$ cat src/rtl/uart_pkg.sv
// ============================================================================
// Module   : uart_pkg
// Brief    : Shared UART types, constants and counter-width helper.
// Revision : 1.0 - initial release
// ============================================================================
`default_nettype none

package uart_pkg;

   localparam int c_DEFAULT_CLKS_PER_BAUD = 868;

   typedef enum logic [2:0] {
      TX_IDLE   = 3'd0,
      TX_START  = 3'd1,
      TX_DATA   = 3'd2,
      TX_PARITY = 3'd3,
      TX_STOP   = 3'd4
   } tx_state_e;

   // Never returns zero so a counter for a range of 1 still has one bit.
   function automatic int cnt_width(input int n);
      return (n > 1) ? $clog2(n) : 1;
   endfunction

endpackage

`default_nettype wire

$ cat src/rtl/uart_baud_gen.sv
// ============================================================================
// Module   : uart_baud_gen
// Brief    : Bit-period down-counter; ticks when the count reaches zero.
// Revision : 1.0 - initial release
// ============================================================================
`default_nettype none

module uart_baud_gen
   import uart_pkg::*;
#(
   parameter int CLKS_PER_BAUD = c_DEFAULT_CLKS_PER_BAUD
) (
   input  logic i_clk,
   input  logic i_reset_n,
   input  logic i_restart,
   output logic o_tick
);

   localparam int CNT_W = cnt_width(CLKS_PER_BAUD);
   localparam logic [CNT_W-1:0] c_RELOAD = CNT_W'(CLKS_PER_BAUD - 1);

   logic [CNT_W-1:0] count_q;
   logic [CNT_W-1:0] count_d;

   assign o_tick = (count_q == '0);

   // Reload on every tick too, so consecutive bits in one state stay aligned.
   always_comb begin
      count_d = count_q - CNT_W'(1);
      if (i_restart || o_tick) begin
         count_d = c_RELOAD;
      end
   end

   always_ff @(posedge i_clk or negedge i_reset_n) begin
      if (!i_reset_n) begin
         count_q <= '0;
      end else begin
         count_q <= count_d;
      end
   end

endmodule

`default_nettype wire

$ cat src/rtl/uart_tx.sv
// ============================================================================
// Module   : uart_tx
// Brief    : FIFO-draining UART transmitter, 8N1 or 8E1 when
//            UART_TX_PARITY_EN is defined.
// Revision : 1.0 - initial release
// ============================================================================
`default_nettype none

module uart_tx
   import uart_pkg::*;
#(
   parameter int CLKS_PER_BAUD = c_DEFAULT_CLKS_PER_BAUD,
   parameter int DATA_BITS     = 8
) (
   input  logic                 i_clk,
   input  logic                 i_reset_n_w,
   input  logic [DATA_BITS-1:0] i_data_w,
   input  logic                 i_empty_w,
   output logic                 o_read_w,
   output logic                 o_tx_w,
   output logic                 o_busy_w
);

   localparam int IDX_W = cnt_width(DATA_BITS);
   localparam logic [IDX_W-1:0] c_LAST_IDX = IDX_W'(DATA_BITS - 1);

   tx_state_e            state_q;
   tx_state_e            state_d;
   logic [DATA_BITS-1:0] shift_q;
   logic [DATA_BITS-1:0] shift_d;
   logic [IDX_W-1:0]     idx_q;
   logic [IDX_W-1:0]     idx_d;
`ifdef UART_TX_PARITY_EN
   logic                 parity_q;
   logic                 parity_d;
`endif

   logic w_tick;
   logic w_restart;
   logic w_pop;

   assign w_restart = (state_d != state_q);

   uart_baud_gen #(
      .CLKS_PER_BAUD (CLKS_PER_BAUD)
   ) u_baud_gen (
      .i_clk     (i_clk),
      .i_reset_n (i_reset_n_w),
      .i_restart (w_restart),
      .o_tick    (w_tick)
   );

   always_comb begin
      state_d = state_q;
      shift_d = shift_q;
      idx_d   = idx_q;
      w_pop   = 1'b0;
      o_tx_w  = 1'b1;
`ifdef UART_TX_PARITY_EN
      parity_d = parity_q;
`endif
      case (state_q)
         TX_IDLE: begin
            // Reset gating keeps the pop strobe low while the block is held.
            if (!i_empty_w && i_reset_n_w) begin
               w_pop   = 1'b1;
               state_d = TX_START;
            end
         end
         TX_START: begin
            o_tx_w = 1'b0;
            if (w_tick) begin
               state_d = TX_DATA;
               idx_d   = '0;
            end
         end
         TX_DATA: begin
            o_tx_w = shift_q[0];
            if (w_tick) begin
               shift_d = shift_q >> 1;
               idx_d   = idx_q + IDX_W'(1);
               if (idx_q == c_LAST_IDX) begin
`ifdef UART_TX_PARITY_EN
                  state_d = TX_PARITY;
`else
                  state_d = TX_STOP;
`endif
               end
            end
         end
`ifdef UART_TX_PARITY_EN
         TX_PARITY: begin
            o_tx_w = parity_q;
            if (w_tick) begin
               state_d = TX_STOP;
            end
         end
`endif
         TX_STOP: begin
            if (w_tick) begin
               if (!i_empty_w) begin
                  w_pop   = 1'b1;
                  state_d = TX_START;
               end else begin
                  state_d = TX_IDLE;
               end
            end
         end
         default: begin
            state_d = TX_IDLE;
         end
      endcase

      if (w_pop) begin
         shift_d = i_data_w;
`ifdef UART_TX_PARITY_EN
         parity_d = ^i_data_w;
`endif
      end
   end

   always_ff @(posedge i_clk or negedge i_reset_n_w) begin
      if (!i_reset_n_w) begin
         state_q  <= TX_IDLE;
         shift_q  <= '0;
         idx_q    <= '0;
`ifdef UART_TX_PARITY_EN
         parity_q <= 1'b0;
`endif
      end else begin
         state_q  <= state_d;
         shift_q  <= shift_d;
         idx_q    <= idx_d;
`ifdef UART_TX_PARITY_EN
         parity_q <= parity_d;
`endif
      end
   end

   assign o_read_w = w_pop;
   assign o_busy_w = (state_q != TX_IDLE);

endmodule

`default_nettype wire

$ cat config.mk
export PLATFORM = sky130hd
export DESIGN_NAME = uart_tx
export DESIGN_NICKNAME = d
export VERILOG_FILES = /design/src/rtl/uart_pkg.sv /design/src/rtl/uart_baud_gen.sv /design/src/rtl/uart_tx.sv
export SDC_FILE = /design/constraint.sdc
export NUM_CORES = 1
export LEC_CHECK = 0
export ABC_AREA = 1
export CORE_MARGIN = 2
export CORE_UTILIZATION = 58
export CTS_BUF_LIST = sky130_fd_sc_hd__clkbuf_4 sky130_fd_sc_hd__clkbuf_8
export CTS_CLUSTER_SIZE = 30
export DETAILED_ROUTE_END_ITERATION = 10
export PLACE_DENSITY = 0.8
export SLEW_MARGIN = 20
export SYNTH_ARGS = -nofsm -noshare
export SYNTH_HDL_FRONTEND = slang
export SYNTH_SLANG_ARGS = --single-unit
$ cat constraint.sdc
create_clock -name i_clk -period 2.2 [get_ports i_clk]
set_input_delay 0.55 -clock i_clk [delete_from_list [all_inputs] [get_ports i_clk]]
set_output_delay 0.55 -clock i_clk [all_outputs]
set_load 0.01 [all_outputs]
==> impl_metrics.py, run 1 <==
metrics = {
    "timing": {
        "maxSlewViolCount": 0,
        "worst_pin_slew_ns": 0.486,
        "period_minus_slack_ns": 2.16,
        "fmax_mhz": 464,
        "rsz0062_at_grt": "true",
        "setup_viol": 0,
        "period_share_pct": 98.0,
        "whs_ns": 0.491,
        "fin_skew_ns": 0.000829,
        "finalHoldViolCount": 0,
        "final.setup.tns_ns": 0,
        "finalWorstSetupSlack_ns": 0.0447,
        "maxSlewHeadroom_pct": 67.5,
    },
    "finish": {
        "multi_input_area_um2": 694,
        "nets": 176,
        "diodes": 0,
        "ff_latch_area_um2": 603,
        "area_delta_synth_final_pct": 21.2,
        "fill_cells": 160,
        "drive_above_1_share_pct": 34.8,
        "stdcell_area_um2": 1650,
        "utilization_pct": 74.4,
        "fin_cells": 189,
    },
    "route": {
        "antenna_left": 0,
        "route.met3.wl_um": 61,
        "drt_iter0_markers": 13,
        "drt-pass1-iter-count": 4,
        "routedWlPerCell_um": 13.4,
        "wl_met1_um": 1140,
        "wl_met2_um": 1290,
        "via_per_inst": 5.24,
        "wl_um": 2520,
        "top_layer_used": "met4",
        "route.detailed.drc": 0,
        "num_vias": 991,
    },
    "worst_setup_path": {
        "path_class": "flop to primary output",
        "critPathRequiredTime_ns": 1.65,
        "end_kind": "primary output",
        "crit_fanout": 4,
        "start_kind": "flop",
        "critPathArrivalTime_ns": 1.61,
    },
    "cts": {
        "path_clk_slew_ns": 0.14,
        "cts_max_level": 1,
        "cts_buffer_depth": 2,
        "cts_root_buf": "clkbuf_4",
        "cts_inserted_buffers": 3,
        "clk_latency_ns": 0.32,
        "cts_sinks": 24,
        "cts_tree": "done",
    },
    "place": {
        "io_buffer_count": 13,
        "gp_congestion": 0.798,
        "hpwlAfterDp_um": 1850,
        "dp.cells": 182,
        "placed_area_um2": 1560,
        "dpl_worst_slack_ns": -0.149,
    },
    "floorplanning": {
        "std_cell_rows": 17,
        "dieWidth_um": 52.4,
        "coreArea_um2": 2210,
        "ioPinCount": 14,
        "die_area_um2": 2750,
        "initial_utilization_pct": 61.4,
        "die_h_um": 52.4,
    },
    "yosys": {
        "synth_edf_count": 0,
        "yosys_warnings": 0,
        "syn_nets": 149,
        "yosysSeqAreaShare_pct": 44.2,
        "syn_avg_cell_area_um2": 10.1,
        "synth_area_leaders": "dfrtp_1 (44%), nor2_4 (5.8%), nand2_1 (5.5%), o21ai_2 (4.5%), nand3_1 (3.3%)",
        "yosysTopAreaCell": "dfrtp_1",
        "ys.flop_type": "dfrtp_1",
        "netlist_area_um2": 1360,
        "synth_cell_type_count": 31,
        "async_flop_share_pct": 100,
        "synth_seq_cells": 24,
        "synth_top_area_share_pct": 44.2,
        "synthCells": 135,
    },
    "grt": {
        "antenna_found_initial": 0,
        "grt_max_degree": 25,
        "grt_pass1_wl_um": 4350,
        "track_usage_pct": 21.9,
        "grt_pass1_vias": 1010,
        "gr-total-overflow": 0,
    },
    "power_and_ir_drop": {
        "p_leak_nw": 0.794,
        "p_per_area_nw_per_um2": 485,
        "peakVddDrop_v": 0.000447,
        "total_power_mw": 0.799,
    },
    "outcome": {
        "status": "completed",
    },
    "run": {
        "cap_violations": 0,
    },
    "min_path": {
        "hold_class": "flop to flop",
    },
}
[cell usage in the layout (no fill, tap or decap), types with 3 or more instances in the layout]
| cell type | instances |
|---|---|
| dfrtp_1 | 22 |
| nand2_1 | 20 |
| clkdlybuf4s50_1 | 11 |
| buf_4 | 10 |
| nand3_1 | 9 |
| inv_1 | 8 |
| nor2_1 | 7 |
| nor2_4 | 7 |
| o21ai_2 | 7 |
| a21oi_1 | 7 |
| nor2_2 | 6 |
| xor2_1 | 5 |
| inv_2 | 4 |
| nand2_4 | 3 |
| xnor2_1 | 3 |
| clkbuf_4 | 3 |
[path summary, 6_finish.rpt]
check | start | endpoint | slack, ns | cells past startpoint
setup / recovery | state_q[1]$_DFF_PN0_ | o_busy_w | 0.04 | 3
hold reg to reg | shift_q[7]$_DFFE_PN0P_ | shift_q[7]$_DFFE_PN0P_ | 0.49 | 2
hold / removal | shift_q[7]$_DFFE_PN0P_ | shift_q[7]$_DFFE_PN0P_ | 0.49 | 2
max in group asynchronous | i_reset_n_w | state_q[0]$_DFF_PN0_ | 1.34 | 2
min in group asynchronous | i_reset_n_w | state_q[2]$_DFF_PN0_ | 0.61 | 2
setup reg to reg | u_baud_gen.count_q[0]$_DFF_PN0_ | shift_q[6]$_DFFE_PN0P_ | 0.42 | 10
[layout make-up]
class | instances | area share (%)
Multi-Input combinational cell | 97 | 42.2
Sequential cell | 24 | 36.6
Timing Repair Buffer | 23 | 12.5
Inverter | 13 | 3.42
Tap cell | 28 | 2.13
Clock inverter | 1 | 1.82
Clock buffer | 3 | 1.37
[sequential cells by signal, indices dropped and copies added, names as in the netlist]
name,cells
idx_q,3
shift_q,8
state_q,3
u_baud_gen.count_q,10
[layer usage]
layer | vias to the layer above | track usage (%)
met5 | - | 0
met4 | 0 | 8.97
met3 | 4 | 4.57
met2 | 22 | 38.3
met1 | 470 | 25.9
li1 | 495 | -
[logic make-up (layout without fill, tap and decap cells)]
| kind of cell | Yosys count | after routing | share of synthesized area [%] |
|---|---|---|---|
| XOR/XNOR | 8 | 8 | 5.16 |
| flip-flops | 24 | 24 | 44.2 |
| adder cells (fa/ha/maj) | 3 | 3 | 2.76 |
| buffers and inverters | 14 | 40 | 5.62 |
| AO/OA/AOI/OAI | 23 | 23 | 12.1 |
| AND/OR/NAND/NOR | 63 | 63 | 30.2 |
[synth_stat cells (3+ instances only)]
cell      n
nand2_4   3
nor2_2    6
dfrtp_1  24
xnor2_1   3
a21oi_1   7
nor2_1    7
nand3_1   9
inv_2     3
nor2_4    7
nand2_1  20
xor2_1    5
inv_1     9
o21ai_2   7
ha_1      3
[power breakdown]
part / total, mW / switching [mW] / internal, mW
Combinational: 0.0317 / 0.0146 / 0.0172
Clock: 0.326 / 0.141 / 0.184
Sequential: 0.441 / 0 / 0.441
[critical path, cell delays in order, from the launching register on]
cell and delay [ns]:
dfrtp_1 0.45, nor3_1 0.29, inv_1 0.07, clkdlybuf4s50_1 0.47
[repair_timing]
item | 4_1_cts | 5_1_grt
hold buffers | 0 | 0
setup endpoints to repair | 2 | 2
pin swaps | 0 | 1
buffers inserted | 2 | 1
gates cloned | 0 | 0
endpoints found under the hold margin | 0 | 0
gates resized for setup | 7 | 2
(Power assumes the default switching activity.)
==> run 2, diff against run 1 <==
Settings changed: CORE_UTILIZATION 58 to 43, PLACE_DENSITY 0.8 to 0.62.
==> impl_metrics.py, run 2 (synthesized netlist as in run 1, its figures left out) <==
metrics = {
    "finish": {
        "stdcell_area_um2": 1620,
        "multi_input_area_um2": 689,
        "fill_cells": 296,
        "diodes": 0,
        "nets": 174,
        "drive_above_1_share_pct": 34.0,
        "largestRegisters": "u_baud_gen.count_q (10), shift_q (8)",
        "ff_latch_area_um2": 603,
        "layout_common_cells": "dfrtp_1 (22), nand2_1 (20), clkdlybuf4s50_1 (11)",
        "utilization_pct": 53.6,
        "largest_reg_flops": 10,
        "area_delta_synth_final_pct": 19.5,
        "regMostFlops": "u_baud_gen.count_q",
        "mostFrequentLayoutCell": "dfrtp_1",
    },
    "worst_setup_path": {
        "slowest_stage": "dfrtp_2",
        "start_kind": "flop",
        "path_cells": "nor3_2, inv_1, clkdlybuf4s50_1",
        "max_stage_delay_ns": 0.47,
        "end_kind": "primary output",
        "crit_family": "buffers and inverters",
        "critPathRequiredTime_ns": 1.65,
        "path_buf_inv": 2,
        "critPathArrivalTime_ns": 1.49,
        "crit_fanout": 4,
        "path_class": "flop to primary output",
    },
    "floorplanning": {
        "die_area_um2": 3630,
        "die_h_um": 60.2,
        "initial_utilization_pct": 44.9,
        "coreArea_um2": 3030,
        "ioPinCount": 14,
        "dieWidth_um": 60.2,
        "std_cell_rows": 20,
    },
    "route": {
        "via_per_inst": 4.77,
        "drt-pass1-iter-count": 2,
        "wl_um": 2240,
        "route.detailed.drc": 0,
        "antenna_left": 0,
        "routedWlPerCell_um": 11.0,
        "num_vias": 969,
        "drt_iter0_markers": 13,
    },
    "cts": {
        "cts_root_buf": "clkbuf_4",
        "cts_buffer_depth": 2,
        "cts_inserted_buffers": 3,
        "cts_tree": "done",
        "cts_max_level": 1,
        "clk_latency_ns": 0.30,
        "cts-hold-fix-buffers": 0,
        "path_clk_slew_ns": 0.13,
        "cts_sinks": 24,
    },
    "place": {
        "placed_area_um2": 1560,
        "hpwlAfterDp_um": 1700,
        "io_buffer_count": 13,
        "gp_congestion": 0.774,
    },
    "timing": {
        "fin_skew_ns": 0.00249,
        "final.setup.tns_ns": 0,
        "setup_viol": 0,
        "worst_pin_slew_ns": 0.498,
        "period_share_pct": 92.6,
        "rsz0062_at_grt": "false",
        "maxSlewViolCount": 0,
        "fmax_mhz": 491,
        "period_minus_slack_ns": 2.04,
        "finalHoldViolCount": 0,
        "maxSlewHeadroom_pct": 66.7,
    },
    "power_and_ir_drop": {
        "p_leak_nw": 0.782,
        "p_per_area_nw_per_um2": 430,
        "total_power_mw": 0.699,
        "peakVddDrop_v": 0.000271,
    },
    "grt": {
        "antenna_found_initial": 0,
        "grt_pass1_vias": 978,
        "grt_pass1_wl_um": 4100,
        "grt_max_degree": 25,
        "track_usage_pct": 14.8,
        "gr-total-overflow": 0,
    },
    "run": {
        "cap_violations": 0,
    },
    "outcome": {
        "status": "completed",
    },
    "min_path": {
        "hold_class": "flop to flop",
    },
}
## run 2: layout make-up
type                    count  area share [%]
repair buffers             21            11.3
inverters                  13            3.47
clock buffers               4            2.23
flip-flops and latches     24            37.1
multi-input cells          97            42.4
well taps                  44            3.39
## run 2: worst paths after layout
| path | startpoint | endpoint | slack, ns | cells past startpoint |
|---|---|---|---|---|
| max | state_q[2]$_DFF_PN0_ | o_busy_w | 0.16 | 3 |
| min | shift_q[7]$_DFFE_PN0P_ | shift_q[7]$_DFFE_PN0P_ | 0.50 | 2 |
| max reg2reg | u_baud_gen.count_q[0]$_DFF_PN0_ | shift_q[6]$_DFFE_PN0P_ | 0.43 | 10 |
| min reg2reg | shift_q[7]$_DFFE_PN0P_ | shift_q[7]$_DFFE_PN0P_ | 0.50 | 2 |
| max in group asynchronous | i_reset_n_w | state_q[0]$_DFF_PN0_ | 1.31 | 2 |
| min in group asynchronous | i_reset_n_w | state_q[2]$_DFF_PN0_ | 0.63 | 2 |
## run 2: tightest hold or removal path: stages (launching register included)
cell and delay [ns]:
dfrtp_1 0.37, nand2_1 0.06, nand2_1 0.05
## run 2: power breakdown
group	switching [mW]	internal [mW]	total, mW
clock	0.125	0.101	0.226
combinational	0.0146	0.0172	0.0317
sequential	0	0.441	0.441
## run 2: metrics by stage
stage	hold WS, ns	cells	worst slack [ns]
finish	0.498	203	0.164
global route	0.536	203	0.0316
CTS	0.503	203	0.00386
detailed placement	0.471	196	-0.141
global placement	0.456	196	-0.157
floorplan	0.254	135	0.407
## run 2: routing by layer
metal / GRT usage, % / vias up / share of wire [%]
met5: 0 / - / 0
met1: 18.8 / 463 / 46
met2: 26.1 / 10 / 50
met4: 3.81 / 0 / 0.36
met3: 2.16 / 2 / 3.0
li1: - / 494 / -
## run 2: timing repair
| item | in CTS | in global routing |
|---|---|---|
| gates resized for setup | 5 | 3 |
| setup buffers | 3 | 0 |
| pin swaps | 1 | 0 |
| endpoints found under the setup margin | 2 | 2 |
==> run 3, diff against run 2 <==
Settings changed: CORE_MARGIN 2 to 10, SKIP_LAST_GASP from default to 1.
==> impl_metrics.py, run 3 (synthesized netlist as in run 1, its figures left out) <==
metrics = {
    "timing": {
        "maxSlewViolCount": 0,
        "worst_pin_slew_ns": 0.482,
        "maxSlewHeadroom_pct": 67.8,
        "fin_skew_ns": 0.00546,
        "whs_ns": 0.495,
        "period_share_pct": 93.3,
        "period_minus_slack_ns": 2.05,
        "fmax_mhz": 487,
        "finalHoldViolCount": 0,
        "setup_viol": 0,
        "rsz0062_at_grt": "false",
    },
    "finish": {
        "diodes": 0,
        "mostFrequentLayoutCell": "dfrtp_1",
        "nets": 172,
        "regMostFlops": "u_baud_gen.count_q",
        "drive_above_1_share_pct": 32.5,
        "layout_common_cells": "dfrtp_1 (22), nand2_1 (20), clkdlybuf4s50_1 (11)",
        "largestRegisters": "u_baud_gen.count_q (10), shift_q (8)",
        "largest_reg_flops": 10,
        "area_delta_synth_final_pct": 18.2,
        "stdcell_area_um2": 1610,
    },
    "worst_setup_path": {
        "path_class": "flop to primary output",
        "max_stage_delay_ns": 0.41,
        "r2r-start": "u_baud_gen.count_q[0]$_DFF_PN0_",
        "end_kind": "primary output",
        "start_kind": "flop",
        "slowest_stage": "dfrtp_1",
        "crit_fanout": 3,
        "critPathRequiredTime_ns": 1.65,
        "crit_start": "u_baud_gen.count_q[0]$_DFF_PN0_",
        "path_cells": "inv_1, ha_1, nand2_4, nor2_8, nand4_2, nand2_2, clkbuf_2",
        "critPathArrivalTime_ns": 1.50,
    },
    "power_and_ir_drop": {
        "peakVddDrop_v": 0.000244,
        "p_leak_nw": 0.773,
        "p_per_area_nw_per_um2": 435,
    },
    "grt": {
        "track_usage_pct": 8.74,
        "grt_pass1_vias": 1024,
        "grt_pass1_wl_um": 4370,
        "antenna_found_initial": 0,
        "grt_max_degree": 25,
        "gr-total-overflow": 0,
    },
    "floorplanning": {
        "initial_utilization_pct": 44.9,
        "die_h_um": 76.2,
        "std_cell_rows": 20,
        "coreArea_um2": 3030,
        "dieWidth_um": 76.2,
        "die_area_um2": 5810,
        "ioPinCount": 14,
    },
    "cts": {
        "cts_root_buf": "clkbuf_4",
        "cts_inserted_buffers": 3,
        "clk_latency_ns": 0.30,
        "postCtsSetupBuffers": 0,
        "cts_max_level": 1,
        "cts_tree": "done",
        "path_clk_slew_ns": 0.12,
        "cts_sinks": 24,
        "cts_buffer_depth": 2,
    },
    "place": {
        "io_buffer_count": 13,
        "hpwlAfterDp_um": 1850,
        "placed_area_um2": 1570,
        "gp_congestion": 0.794,
    },
    "route": {
        "num_vias": 964,
        "drt-pass1-iter-count": 4,
        "route.detailed.drc": 0,
        "antenna_left": 0,
        "drt_iter0_markers": 32,
        "wl_um": 2290,
        "via_per_inst": 4.80,
        "routedWlPerCell_um": 11.4,
    },
    "outcome": {
        "status": "completed",
    },
    "run": {
        "cap_violations": 0,
    },
    "min_path": {
        "min_from": "u_baud_gen.count_q[0]$_DFF_PN0_",
        "hold_class": "flop to flop",
    },
}
## run 3: layout make-up
cell class | count | area [µm²]
repair buffers | 19 | 169
multi-input cells | 97 | 687
fillers | 281 | 1420
well taps | 44 | 55.1
inverters | 13 | 56.3
clock buffers | 4 | 36.3
flip-flops and latches | 24 | 603
## run 3: power breakdown
group / total (mW) / internal, mW / switching (mW) / leakage, nW
Sequential: 0.441 / 0.441 / 0 / 0.303
Combinational: 0.0317 / 0.0172 / 0.0145 / 0.448
Clock: 0.226 / 0.101 / 0.125 / 0.0210
## run 3: worst max-delay path: cells and delay by family, from the launching register on
kind / cells / cell delay, ns
simple gates: 4 / 0.39
buf+inv: 2 / 0.20
flops: 1 / 0.41
fa+ha+maj: 1 / 0.20
## run 3: path summary, 6_finish.rpt
| kind | depth (start not counted) | end | slack [ns] |
|---|---|---|---|
| min reg2reg | 1 | u_baud_gen.count_q[0]$_DFF_PN0_ | 0.49 |
| min | 1 | u_baud_gen.count_q[0]$_DFF_PN0_ | 0.49 |
| max reg2reg | 10 | shift_q[5]$_DFFE_PN0P_ | 0.39 |
| min in group asynchronous | 2 | state_q[2]$_DFF_PN0_ | 0.63 |
| max in group asynchronous | 2 | state_q[0]$_DFF_PN0_ | 1.32 |
| max | 7 | o_read_w | 0.15 |
## run 3: repair_timing
action / 4_1_cts / 5_1_grt
hold buffers: 0 / 0
resized for setup: 4 / 3
setup endpoints to repair: 2 / 2
pin swaps: 0 / 0
## run 3: per-stage QoR
stage | util [%] | setup TNS (ns) | power (mW) | cells | setup slack, ns
6_report | 53.1 | 0 | 0.699 | 201 | 0.148
3_3_place_gp | 51.8 | -0.159 | 0.482 | 197 | -0.159
2_1_floorplan | - | 0 | 0.451 | 135 | 0.407
3_5_place_dp | 51.8 | -0.160 | 0.482 | 197 | -0.160
4_1_cts | 53.0 | -0.0301 | 0.711 | 201 | -0.0301
5_1_grt | 53.1 | 0 | 0.738 | 201 | 0.0132
## run 3: layer usage
metal	share of wire [%]	vias to the layer above	track usage, %
met5	0	-	0
met4	0.44	0	2.42
met3	3.6	2	1.89
met2	49	14	15.4
met1	47	461	10.4
li1	-	487	-
